<file path="src/rtl/instr_encoder_pkg.sv">
// Shared instruction-word layout, FSM states and bus payload types for the
// instruction encoder; the decoder uses the same constants.
package instr_encoder_pkg;

   localparam int unsigned WORD_W   = 32;
   localparam int unsigned BYTE_W   = 8;
   localparam int unsigned OPCODE_W = 8;
   localparam int unsigned REG_W    = 3;
   localparam int unsigned IMM_W    = 8;

   // Field bit positions inside the 32-bit instruction word
   localparam int unsigned OPCODE_MSB = 31;
   localparam int unsigned OPCODE_LSB = 24;
   localparam int unsigned DEST_MSB   = 18;
   localparam int unsigned DEST_LSB   = 16;
   localparam int unsigned SRC1_MSB   = 10;
   localparam int unsigned SRC1_LSB   = 8;
   localparam int unsigned OPND_MSB   = 7;   // SRC2 or IMM
   localparam int unsigned OPND_LSB   = 0;

   // Encoder FSM states
   typedef logic [0:0] state_t;
   localparam state_t ST_IDLE  = 1'b0;
   localparam state_t ST_WRITE = 1'b1;

   // Assembler-level field tuple
   typedef struct packed {
      logic [OPCODE_W-1:0] opcode;
      logic [REG_W-1:0]    dest;
      logic [REG_W-1:0]    src1;
      logic [REG_W-1:0]    src2;
      logic [IMM_W-1:0]    imm;
      logic                use_imm;
   } fields_t;

   // Little-endian byte lane select
   function automatic logic [BYTE_W-1:0] byte_of(input logic [WORD_W-1:0] w,
                                                 input logic [1:0]        idx);
      logic [BYTE_W-1:0] b;
      case (idx)
         2'd0:    b = w[7:0];
         2'd1:    b = w[15:8];
         2'd2:    b = w[23:16];
         default: b = w[31:24];
      endcase
      return b;
   endfunction

endpackage

</file>
<file path="src/rtl/instr_encoder_if.sv">
// Field-tuple handshake plus instruction-memory byte write port.
interface instr_encoder_if
   import instr_encoder_pkg::*;
#(
   parameter int unsigned ADDR_W = 10
);
   logic                in_valid;
   logic                in_ready;
   logic [OPCODE_W-1:0] opcode;
   logic [REG_W-1:0]    dest;
   logic [REG_W-1:0]    src1;
   logic [REG_W-1:0]    src2;
   logic [IMM_W-1:0]    imm;
   logic                use_imm;
   logic                addr_load;
   logic [ADDR_W-1:0]   addr_in;
   logic                mem_write;
   logic [ADDR_W-1:0]   mem_addr;
   logic [BYTE_W-1:0]   mem_writedata;
   logic                mem_busywait;
   logic                word_done;
   logic                wrapped;

   // Program source and memory side
   modport master (
      output in_valid, opcode, dest, src1, src2, imm, use_imm,
             addr_load, addr_in, mem_busywait,
      input  in_ready, mem_write, mem_addr, mem_writedata, word_done, wrapped
   );

   // Encoder side
   modport slave (
      input  in_valid, opcode, dest, src1, src2, imm, use_imm,
             addr_load, addr_in, mem_busywait,
      output in_ready, mem_write, mem_addr, mem_writedata, word_done, wrapped
   );

endinterface

</file>
<file path="src/rtl/instr_pack.sv">
// Combinational packing of a field tuple into the 32-bit instruction word.
module instr_pack
   import instr_encoder_pkg::*;
(
   input  fields_t           fields,
   output logic [WORD_W-1:0] word_c
);

   // Reserved bits stay zero; low byte is IMM or zero-extended SRC2
   always_comb begin
      word_c = '0;
      word_c[OPCODE_MSB:OPCODE_LSB] = fields.opcode;
      word_c[DEST_MSB:DEST_LSB]     = fields.dest;
      word_c[SRC1_MSB:SRC1_LSB]     = fields.src1;
      word_c[OPND_MSB:OPND_LSB]     = fields.use_imm ? fields.imm
                                                     : IMM_W'(fields.src2);
   end

endmodule

</file>
<file path="src/rtl/instr_encoder.sv">
// Instruction encoder: accepts field tuples, packs them and writes the word
// little-endian, one byte per completed memory cycle, at a wrapping pointer.
module instr_encoder
   import instr_encoder_pkg::*;
#(
   parameter int unsigned ADDR_W = 10
) (
   input logic            clk,
   input logic            reset,
   instr_encoder_if.slave bus
);

   localparam int unsigned SUM_W = ADDR_W + 1;

   state_t              state_q, state_d;
   logic [ADDR_W-1:0]   ptr_q, ptr_d;
   logic [1:0]          k_q, k_d;
   logic [WORD_W-1:0]   word_q, word_d;
   logic                wr_q, wr_d;
   logic [ADDR_W-1:0]   addr_q, addr_d;
   logic [BYTE_W-1:0]   data_q, data_d;
   logic                done_q, done_d;
   logic                wrap_q, wrap_d;

   fields_t             fields_c;
   logic [WORD_W-1:0]   pack_word_c;
   logic [SUM_W-1:0]    ptr_sum_c;
   logic                in_ready_c;

   // Gather the tuple fields into the payload struct
   always_comb begin
      fields_c         = '0;
      fields_c.opcode  = bus.opcode;
      fields_c.dest    = bus.dest;
      fields_c.src1    = bus.src1;
      fields_c.src2    = bus.src2;
      fields_c.imm     = bus.imm;
      fields_c.use_imm = bus.use_imm;
   end

   instr_pack u_pack (
      .fields (fields_c),
      .word_c (pack_word_c)
   );

   // Pointer advance with carry out for wrap detection
   assign ptr_sum_c  = {1'b0, ptr_q} + SUM_W'(4);

   // Pointer load has priority over tuple acceptance
   assign in_ready_c = (state_q == ST_IDLE) && !bus.addr_load;

   // Next-state and next-output logic
   always_comb begin
      state_d = state_q;
      ptr_d   = ptr_q;
      k_d     = k_q;
      word_d  = word_q;
      wr_d    = wr_q;
      addr_d  = addr_q;
      data_d  = data_q;
      done_d  = 1'b0;
      wrap_d  = wrap_q;
      case (state_q)
         ST_IDLE: begin
            if (bus.addr_load) begin
               ptr_d = bus.addr_in;
            end else if (bus.in_valid) begin
               state_d = ST_WRITE;
               word_d  = pack_word_c;
               k_d     = 2'd0;
               wr_d    = 1'b1;
               addr_d  = ptr_q;
               data_d  = byte_of(pack_word_c, 2'd0);
            end
         end
         ST_WRITE: begin
            if (!bus.mem_busywait) begin
               if (k_q == 2'd3) begin
                  state_d = ST_IDLE;
                  wr_d    = 1'b0;
                  ptr_d   = ptr_sum_c[ADDR_W-1:0];
                  done_d  = 1'b1;
                  wrap_d  = wrap_q | ptr_sum_c[ADDR_W];
               end else begin
                  k_d    = k_q + 2'd1;
                  addr_d = ptr_q + ADDR_W'(k_d);
                  data_d = byte_of(word_q, k_d);
               end
            end
         end
         default: state_d = ST_IDLE;
      endcase
   end

   // State, pointer and registered outputs; reset aborts any word in flight
   always_ff @(posedge clk or negedge reset) begin
      if (!reset) begin
         state_q <= ST_IDLE;
         ptr_q   <= '0;
         k_q     <= '0;
         word_q  <= '0;
         wr_q    <= 1'b0;
         addr_q  <= '0;
         data_q  <= '0;
         done_q  <= 1'b0;
         wrap_q  <= 1'b0;
      end else begin
         state_q <= state_d;
         ptr_q   <= ptr_d;
         k_q     <= k_d;
         word_q  <= word_d;
         wr_q    <= wr_d;
         addr_q  <= addr_d;
         data_q  <= data_d;
         done_q  <= done_d;
         wrap_q  <= wrap_d;
      end
   end

   assign bus.in_ready      = in_ready_c;
   assign bus.mem_write     = wr_q;
   assign bus.mem_addr      = addr_q;
   assign bus.mem_writedata = data_q;
   assign bus.word_done     = done_q;
   assign bus.wrapped       = wrap_q;

endmodule

</file>
<file path="src/flat_wrapper.sv">
// flat-port wrapper written by rule: the top's interface ports become plain ports
module instr_encoder_flat import instr_encoder_pkg::*;
#(
   parameter int unsigned ADDR_W = 10
)
  (clk, reset, bus_in_valid, bus_opcode, bus_dest, bus_src1, bus_src2, bus_imm, bus_use_imm, bus_addr_load, bus_addr_in, bus_mem_busywait, bus_in_ready, bus_mem_write, bus_mem_addr, bus_mem_writedata, bus_word_done, bus_wrapped);
  instr_encoder_if #(.ADDR_W(ADDR_W)) bus_i ();
  input logic clk;
  input logic reset;
  input wire logic [$bits(bus_i.in_valid)-1:0] bus_in_valid;
  input wire logic [$bits(bus_i.opcode)-1:0] bus_opcode;
  input wire logic [$bits(bus_i.dest)-1:0] bus_dest;
  input wire logic [$bits(bus_i.src1)-1:0] bus_src1;
  input wire logic [$bits(bus_i.src2)-1:0] bus_src2;
  input wire logic [$bits(bus_i.imm)-1:0] bus_imm;
  input wire logic [$bits(bus_i.use_imm)-1:0] bus_use_imm;
  input wire logic [$bits(bus_i.addr_load)-1:0] bus_addr_load;
  input wire logic [$bits(bus_i.addr_in)-1:0] bus_addr_in;
  input wire logic [$bits(bus_i.mem_busywait)-1:0] bus_mem_busywait;
  output wire logic [$bits(bus_i.in_ready)-1:0] bus_in_ready;
  output wire logic [$bits(bus_i.mem_write)-1:0] bus_mem_write;
  output wire logic [$bits(bus_i.mem_addr)-1:0] bus_mem_addr;
  output wire logic [$bits(bus_i.mem_writedata)-1:0] bus_mem_writedata;
  output wire logic [$bits(bus_i.word_done)-1:0] bus_word_done;
  output wire logic [$bits(bus_i.wrapped)-1:0] bus_wrapped;
  assign bus_i.in_valid = bus_in_valid;
  assign bus_i.opcode = bus_opcode;
  assign bus_i.dest = bus_dest;
  assign bus_i.src1 = bus_src1;
  assign bus_i.src2 = bus_src2;
  assign bus_i.imm = bus_imm;
  assign bus_i.use_imm = bus_use_imm;
  assign bus_i.addr_load = bus_addr_load;
  assign bus_i.addr_in = bus_addr_in;
  assign bus_i.mem_busywait = bus_mem_busywait;
  assign bus_in_ready = bus_i.in_ready;
  assign bus_mem_write = bus_i.mem_write;
  assign bus_mem_addr = bus_i.mem_addr;
  assign bus_mem_writedata = bus_i.mem_writedata;
  assign bus_word_done = bus_i.word_done;
  assign bus_wrapped = bus_i.wrapped;
  instr_encoder #(.ADDR_W(ADDR_W)) u_core (.clk(clk), .reset(reset), .bus(bus_i));
endmodule
</file>
<file path="config.mk">
export PLATFORM = sky130hd
export DESIGN_NAME = instr_encoder_flat
export DESIGN_NICKNAME = d
export VERILOG_FILES = /design/src/rtl/instr_encoder_pkg.sv /design/src/rtl/instr_encoder_if.sv /design/src/rtl/instr_pack.sv /design/src/rtl/instr_encoder.sv /design/src/flat_wrapper.sv
export SDC_FILE = /design/constraint.sdc
export NUM_CORES = 1
export LEC_CHECK = 0
export CELL_PAD_IN_SITES_DETAIL_PLACEMENT = 0
export CELL_PAD_IN_SITES_GLOBAL_PLACEMENT = 2
export CORE_ASPECT_RATIO = 1.4
export CORE_UTILIZATION = 27
export DETAILED_ROUTE_END_ITERATION = 8
export PLACE_DENSITY = 0.82
export SLEW_MARGIN = 25
export SYNTH_ARGS = -nofsm -noshare
export SYNTH_HDL_FRONTEND = slang
export SYNTH_SLANG_ARGS = --single-unit
</file>
<file path="constraint.sdc">
create_clock -name clk -period 2.1 [get_ports clk]
set_clock_uncertainty 0.05 [all_clocks]
set_input_delay 0.21 -clock clk [delete_from_list [all_inputs] [get_ports clk]]
set_output_delay 0.21 -clock clk [all_outputs]
set_load 0.02 [all_outputs]
</file>
==> impl_results.md, run 1 <==
* Status: completed
* Switching Fraction at 0.393
* Sink Count at 56
* Die width at 89.4 um
* Die Ht at 124 um
* Via count at 2318
* Pwr dens at 1430 nW/um^2
* Io pins at 63
* FMAX at 506 MHz
* Diode count at 0
* CP max FO at 4
* Post-DR vias/cell at 4.52
* Flop and latch count out of synthesis at 56
* Hold Crit Class: in -> reg
* Total negative slack at 0 ns
* Filler cell count at 1054
* Core area at 10400 sq um
* Net Count, Synth at 364
* Mean Syn Cell Area at 9.20 sq um
* Routability congestion estimate at 0.751
* Final ANT Viol Nets at 0
* Clk_lat worst skew at 0.30 ns
* Critical path data required time at 2.23 ns
* Die area at 11100 sq um
* Layout Area Growth over Synthesis at 33.8%
* EDFF count, synth at 0
* Worst-path clk slew at 0.07 ns
* Worst Tran Pin Value at 0.623 ns
* Maxcap violations at 0
* Normalized max-slew margin at 0.585
* Worst r2r src: u_core.k_q[0]
* TritonCTS Buffers at 5
* Initial antenna violation count at 0
* Aggregate global routing overflow at 0
* Power share of the sequential group at 0.362
* Flop2flop setup slack at 0.12 ns
* Final wirelength at 6.90 mm
* Root buffer cell: clkbuf_16
* First-pass GRT wire length at 11.7 mm
* First-iteration detailed-routing DRC count at 72
* Final number of setup-violating endpoints at 0
* PortBufs at 62
* Fin cells at 513
* Wire length per cell at 13.4 um
* Critical path type: reg -> reg
* Min Tclk post-route at 1.98 ns
* Register area share after synthesis at 0.485
* Area of the multi-input gates at 1360 sq um
* Mapped Area at 2890 sq um
* Row count at 44
* Clock power frac at 0.175
* Post-synth ARST share at 1.00
* Max VDD drop at 0.596 mV
* Starting density of the core at 0.278
* Final #Nets at 424
* Placed cell count at 504
* Fin crit share at 0.941
* FF+latch area at 1400 sq um
* Top FF cell, synth: dfrtp_1
* Total internal power at 3350 uW
* Number of global-route vias before repair at 2357
* Switching power at 2170 uW
* Final slew viol count at 0
* Min-delay src: bus_dest[1]
* RSZ-0062 raised after global routing: no
* Synth warnings at 0
* Data arrival time of the critical path at 2.11 ns
* Hpwl dp at 5.20 mm
* Pre-antenna DRT Iters at 4
* Pin count of the biggest net entering global routing at 34
* Static Leak at 0.00165 uW
* Layout cells sized above 1 at 0.0960
* Library cells used by synthesis at 41
* Combinational share of power at 0.463
* Post-CTS setup buffer count at 0
* Max Buffers Root-to-Sink at 2
* Post-Syn Instances at 314
* DRC violations left at 0
* Overall Global Routing Usage at 0.136
* H-tree level count at 2
* Final Hold Fails at 0
* Crit end category: register
* TritonCTS clock tree: yes
* Nature of the critical path startpoint: register
* Worst Setup SP: u_core.k_q[0]
logic make-up (layout without fill, tap and decap cells):
| logic type | count (synthesis) | after routing | synth area share |
|---|---|---|---|
| simple gates | 128 | 128 | 0.202 |
| compound gates | 68 | 68 | 0.139 |
| flops | 56 | 56 | 0.485 |
| buf+inv | 27 | 88 | 0.0455 |
| xor+xnor | 13 | 13 | 0.0394 |
| mux | 13 | 13 | 0.0476 |
| fa+ha+maj | 9 | 9 | 0.0416 |
metrics by stage:
step	total power (uW)	hold slack (ns)	instance area, sq um	setup WS (ns)	util
floorplan	3670	-0.136	2890	0.134	-
global placement	4540	0.211	3680	0.141	0.354
detailed placement	4590	0.211	3680	0.0230	0.354
CTS	5580	0.380	3860	0.0108	0.371
global route	5980	0.396	3860	0.0127	0.371
finish	5530	0.385	3860	0.124	0.371
layout make-up:
| class | count | area share |
|---|---|---|
| clock buffers | 5 | 0.0324 |
| clock inverters | 3 | 0.0110 |
| inverters | 4 | 0.00388 |
| multi-input cells | 231 | 0.352 |
| flip-flops and latches | 56 | 0.363 |
| well taps | 138 | 0.0447 |
| repair buffers | 76 | 0.194 |
flip-flops by register name (all words and copies together), names as in the netlist:
name,cells
u_core.bus.mem_addr,10
u_core.bus.mem_write,1
u_core.bus.mem_writedata,8
u_core.bus.word_done,1
u_core.bus.wrapped,1
u_core.k_q,2
u_core.ptr_q,10
u_core.state_q,1
u_core.word_q,22
power groups by stage:
stage	clock [uW]	combinational (uW)	sequential (uW)
floorplan	0	1630	2040
global route	1030	2860	2080
detailed placement	0	2560	2030
finish	967	2560	2000
global placement	0	2530	2010
CTS	998	2570	2010
what timing repair did:
| item | CTS | global route |
|---|---|---|
| resized for setup | 0 | 1 |
| hold endpoints to repair | 23 | 0 |
| endpoints found under the setup margin | 0 | 4 |
| hold buffers | 1 | 0 |
final timing paths:
path | endpoint | cells after the start
setup / recovery | u_core.bus.mem_addr[3] | 7
hold / removal | u_core.word_q[17] | 3
min in group asynchronous | u_core.ptr_q[4] | 2
hold reg to reg | u_core.bus.wrapped | 1
max in group asynchronous | u_core.word_q[10] | 3
setup reg to reg | u_core.bus.mem_addr[3] | 7
cell usage in the layout, fill, tap and decap left out, types with 2 or more instances in the layout:
cell type        count
o21ai_0             13
mux2i_1              7
clkbuf_16            5
nor3b_2              2
nand4_1              2
buf_12               2
dfrtp_1             56
nand3_1              3
nor3_1               3
inv_1                4
xor2_1               4
nor2_1              14
ha_1                 8
xnor2_1              9
a211oi_1             9
a21oi_1             15
a22o_1               4
nor2b_1              7
o22ai_1              3
buf_4               11
o21ai_1             16
nand2_1             88
mux2_2               6
clkdlybuf4s50_1     61
synth_stat cells, types with 6 or more instances:
cell type / n / area share
ha_1: 8 / 0.035
a211oi_1: 9 / 0.023
nor2_1: 14 / 0.018
buf_2: 18 / 0.031
nand2_1: 88 / 0.11
o21ai_0: 13 / 0.023
dfrtp_1: 56 / 0.49
xnor2_1: 9 / 0.027
o21ai_1: 16 / 0.028
a21oi_1: 16 / 0.028
mux2i_1: 7 / 0.024
nor2b_1: 7 / 0.015
mux2_2: 6 / 0.023
critical path: stages, from the launching register on:
cell,delay [ns]
dfrtp_1,0.36
inv_1,0.09
ha_1,0.37
ha_1,0.31
a21oi_2,0.28
nand3b_1,0.16
xor2_1,0.16
o21ai_1,0.08
routing by layer:
layer | GRT usage | wire, um | share of wire | vias up
met4 | 0.0467 | 130 | 0.019 | 0
met5 | 0 | 0 | 0 | -
met2 | 0.234 | 3540 | 0.51 | 49
li1 | - | - | - | 1178
met1 | 0.168 | 3040 | 0.44 | 1082
met3 | 0.0219 | 181 | 0.026 | 9
Note: power is estimated with default switching activity, not from simulation.
==> run 2, diff against run 1 <==
--- a/config.mk
+++ b/config.mk
@@ -10,7 +10,8 @@
 export CORE_ASPECT_RATIO = 1.4
 export CORE_UTILIZATION = 27
 export DETAILED_ROUTE_END_ITERATION = 8
-export PLACE_DENSITY = 0.82
+export PLACE_DENSITY = 0.87
+export REMOVE_ABC_BUFFERS = 1
 export SLEW_MARGIN = 25
 export SYNTH_ARGS = -nofsm -noshare
 export SYNTH_HDL_FRONTEND = slang
==> constraint.sdc (replaced) <==
create_clock -name clk -period 2.1 [get_ports clk]
set_clock_uncertainty 0.05 [all_clocks]
set_input_delay 0.525 -clock clk [delete_from_list [all_inputs] [get_ports clk]]
set_output_delay 0.525 -clock clk [all_outputs]
set_load 0.02 [all_outputs]
==> run 2 against run 1 <==
Sequential power barely moved. Total power is 0.52% lower. Worst setup slack got worse by 0.041 ns. Clock-buffer cell count unchanged. Register-to-register slack better by 0.02 ns. Maximum frequency shrank 2.0%. Routed wire length increased by 1.9%. Critical path depth fell by 4. Cell area rose by 0.62%. Clock power fell by 11%. Flip-flop and latch count is the same. Global-route usage shrank 0.062 points.
==> impl_results.md, run 2 (same netlist as run 1, synthesis figures left out) <==
* Hold Buf Count CTS at 0 (was 1)
* DP Area at 3730 sq um (was 3680 sq um)
* Number of global-route vias before repair at 2374 (was 2357)
* Pin count of the biggest net entering global routing at 39 (was 34)
* Routability congestion estimate at 0.752 (was 0.751)
* Commonest cells after routing, fill and taps aside: nand2_1 (88), clkdlybuf4s50_1 (60), dfrtp_1 (56), a21oi_1 (16), o21ai_1 (16) (was nand2_1 (88), clkdlybuf4s50_1 (61), dfrtp_1 (56), o21ai_1 (16), a21oi_1 (15))
* Clock power frac at 0.157 (was 0.175)
* Final slew viol count at 0 (unchanged)
* Worst-path clk slew at 0.07 ns (about the same)
* Via count at 2335 (was 2318)
* Die Ht at 124 um (unchanged)
* Io pins at 63 (unchanged)
* Post-CTS setup buffer count at 0 (unchanged)
* Crit end category: primary output (was register)
* PortBufs at 62 (unchanged)
* Row count at 44 (unchanged)
* Most common cell after layout, fill and taps aside: nand2_1 (unchanged)
* First-iteration detailed-routing DRC count at 121 (was 72)
* Clk_lat worst skew at 0.30 ns (about the same)
* Worst Tran Pin Value at 0.498 ns (was 0.623 ns)
* H-tree level count at 2 (unchanged)
* Layout Area Growth over Synthesis at 34.6% (was 33.8%)
* Pre-antenna DRT Iters at 4 (unchanged)
* Total negative slack at 0 ns (unchanged)
* Static Leak at 0.00167 uW (was 0.00165 uW)
* Final number of setup-violating endpoints at 0 (unchanged)
* Reg2Reg Depth at 8 (was 7)
* DRC violations left at 0 (unchanged)
* FMAX at 496 MHz (was 506 MHz)
* Root buffer cell: clkbuf_16 (unchanged)
* Flop2flop setup slack at 0.14 ns (was 0.12 ns)
* Critical path type: in -> out (was reg -> reg)
* Data arrival time of the critical path at 1.44 ns (was 2.11 ns)
* Diode count at 0 (unchanged)
* Overall Global Routing Usage at 0.135 (was 0.136)
* Maxcap violations at 0 (unchanged)
* Hpwl dp at 5.32 mm (was 5.20 mm)
* TritonCTS clock tree: yes (unchanged)
* Min Tclk post-route at 2.02 ns (was 1.98 ns)
* Max reg flops at 22 (unchanged)
* Core area at 10400 sq um (unchanged)
* Finished Cell Area at 3890 sq um (was 3860 sq um)
* Switching power at 2200 uW (was 2170 uW)
* Final ANT Viol Nets at 0 (unchanged)
* Nature of the critical path startpoint: input pin (was register)
* Normalized max-slew margin at 0.668 (was 0.585)
* Final #Nets at 427 (was 424)
* Sink Count at 56 (unchanged)
* Switching Fraction at 0.399 (was 0.393)
* TritonCTS Buffers at 5 (unchanged)
* Wire length per cell at 13.6 um (was 13.4 um)
* RSZ-0062 raised after global routing: no (unchanged)
* Combinational share of power at 0.484 (was 0.463)
* Largest reg by FF count: u_core.word_q (unchanged)
* Die width at 89.4 um (unchanged)
* Final wirelength at 7.02 mm (was 6.90 mm)
* Post-DR vias/cell at 4.53 (was 4.52)
* Layout cells sized above 1 at 0.106 (was 0.0960)
* Status: completed (unchanged)
* Initial antenna violation count at 0 (unchanged)
* Total internal power at 3300 uW (was 3350 uW)
* Max VDD drop at 0.697 mV (was 0.596 mV)
* Aggregate global routing overflow at 0 (unchanged)
* Critical path data required time at 1.52 ns (was 2.23 ns)
* Power share of the sequential group at 0.358 (was 0.362)
* Starting density of the core at 0.278 (unchanged)
* CP max FO at 2 (was 4)
* First-pass GRT wire length at 11.7 mm (about the same)
* Pwr dens at 1410 nW/um^2 (was 1430 nW/um^2)
* Max Buffers Root-to-Sink at 2 (unchanged)
* Filler cell count at 1058 (was 1054)
* Fin crit share at 0.960 (was 0.941)
* Final Hold Fails at 0 (unchanged)
* Hold Crit Class: in -> async (was in -> reg)
* Die area at 11100 sq um (unchanged)
-- run 2: changes by cell type in the layout (fill, tap and decap cells not counted), sizes merged --
cell,change
buf,+4
bufinv,-1
clkdlybuf4s50,-1
clkinvlp,-1
dlygate4sd2,+1
dlygate4sd3,-1
inv,+2
-- run 2: power by group through the flow --
stage | sequential [uW] | clock (uW) | combinational [uW]
after detailed placement | 2000 | 0 | 2670
after global routing | 2050 | 940 | 2970
after floorplan | 2190 | 0 | 1360
after CTS | 1990 | 892 | 2690
after global placement | 1990 | 0 | 2600
final | 1970 | 865 | 2660
-- run 2: layer usage --
metal  GRT usage  vias up  part of all wire
li1            -     1177                 -
met1       0.169     1099              0.43
met2       0.236       53              0.52
met3      0.0225        6             0.041
met4      0.0336        0             0.011
met5           0        -                 0
-- run 2: critical path, stage by stage --
cell and delay, ns:
clkdlybuf4s50_1 0.42, nor2_1 0.14, dlygate4sd2_1 0.35
-- run 2: what timing repair did --
item	4_1_cts	5_1_grt
gates resized for setup	1	1
pin swaps	0	0
endpoints found under the setup margin	1	1
-- run 2: stage by stage --
| step | std cells | utilization | setup WS [ns] | hold slack, ns | total power (uW) |
|---|---|---|---|---|---|
| after floorplan | 291 | - | -0.629 | 0.179 | 3550 |
| after global placement | 508 | 0.358 | -0.162 | 0.413 | 4590 |
| after detailed placement | 508 | 0.358 | -0.215 | 0.411 | 4680 |
| after CTS | 516 | 0.373 | 0.0724 | 0.145 | 5560 |
| after global routing | 516 | 0.374 | 0.0198 | 0.159 | 5960 |
| final | 516 | 0.374 | 0.0834 | 0.133 | 5500 |
-- run 2: path summary, 6_finish.rpt --
kind                                         from                     endpoint
worst min register to register  u_core.word_q[24]            u_core.word_q[24]
max in group asynchronous                   reset            u_core.word_q[24]
min in group clk                u_core.word_q[24]            u_core.word_q[24]
worst min-delay path                        reset  u_core.bus.mem_writedata[4]
worst max-delay path                bus_addr_load                 bus_in_ready
worst max register to register      u_core.k_q[0]       u_core.bus.mem_addr[9]
-- run 2: area by class of cell --
type | instances | area (sq um) | area share
Sequential cell | 56 | 1400 | 0.360
Clock inverter | 3 | 26.3 | 0.00676
Timing Repair Buffer | 79 | 779 | 0.200
Inverter | 4 | 15.0 | 0.00386
Clock buffer | 5 | 125 | 0.0322
Tap cell | 138 | 173 | 0.0444
Multi-Input combinational cell | 231 | 1370 | 0.352
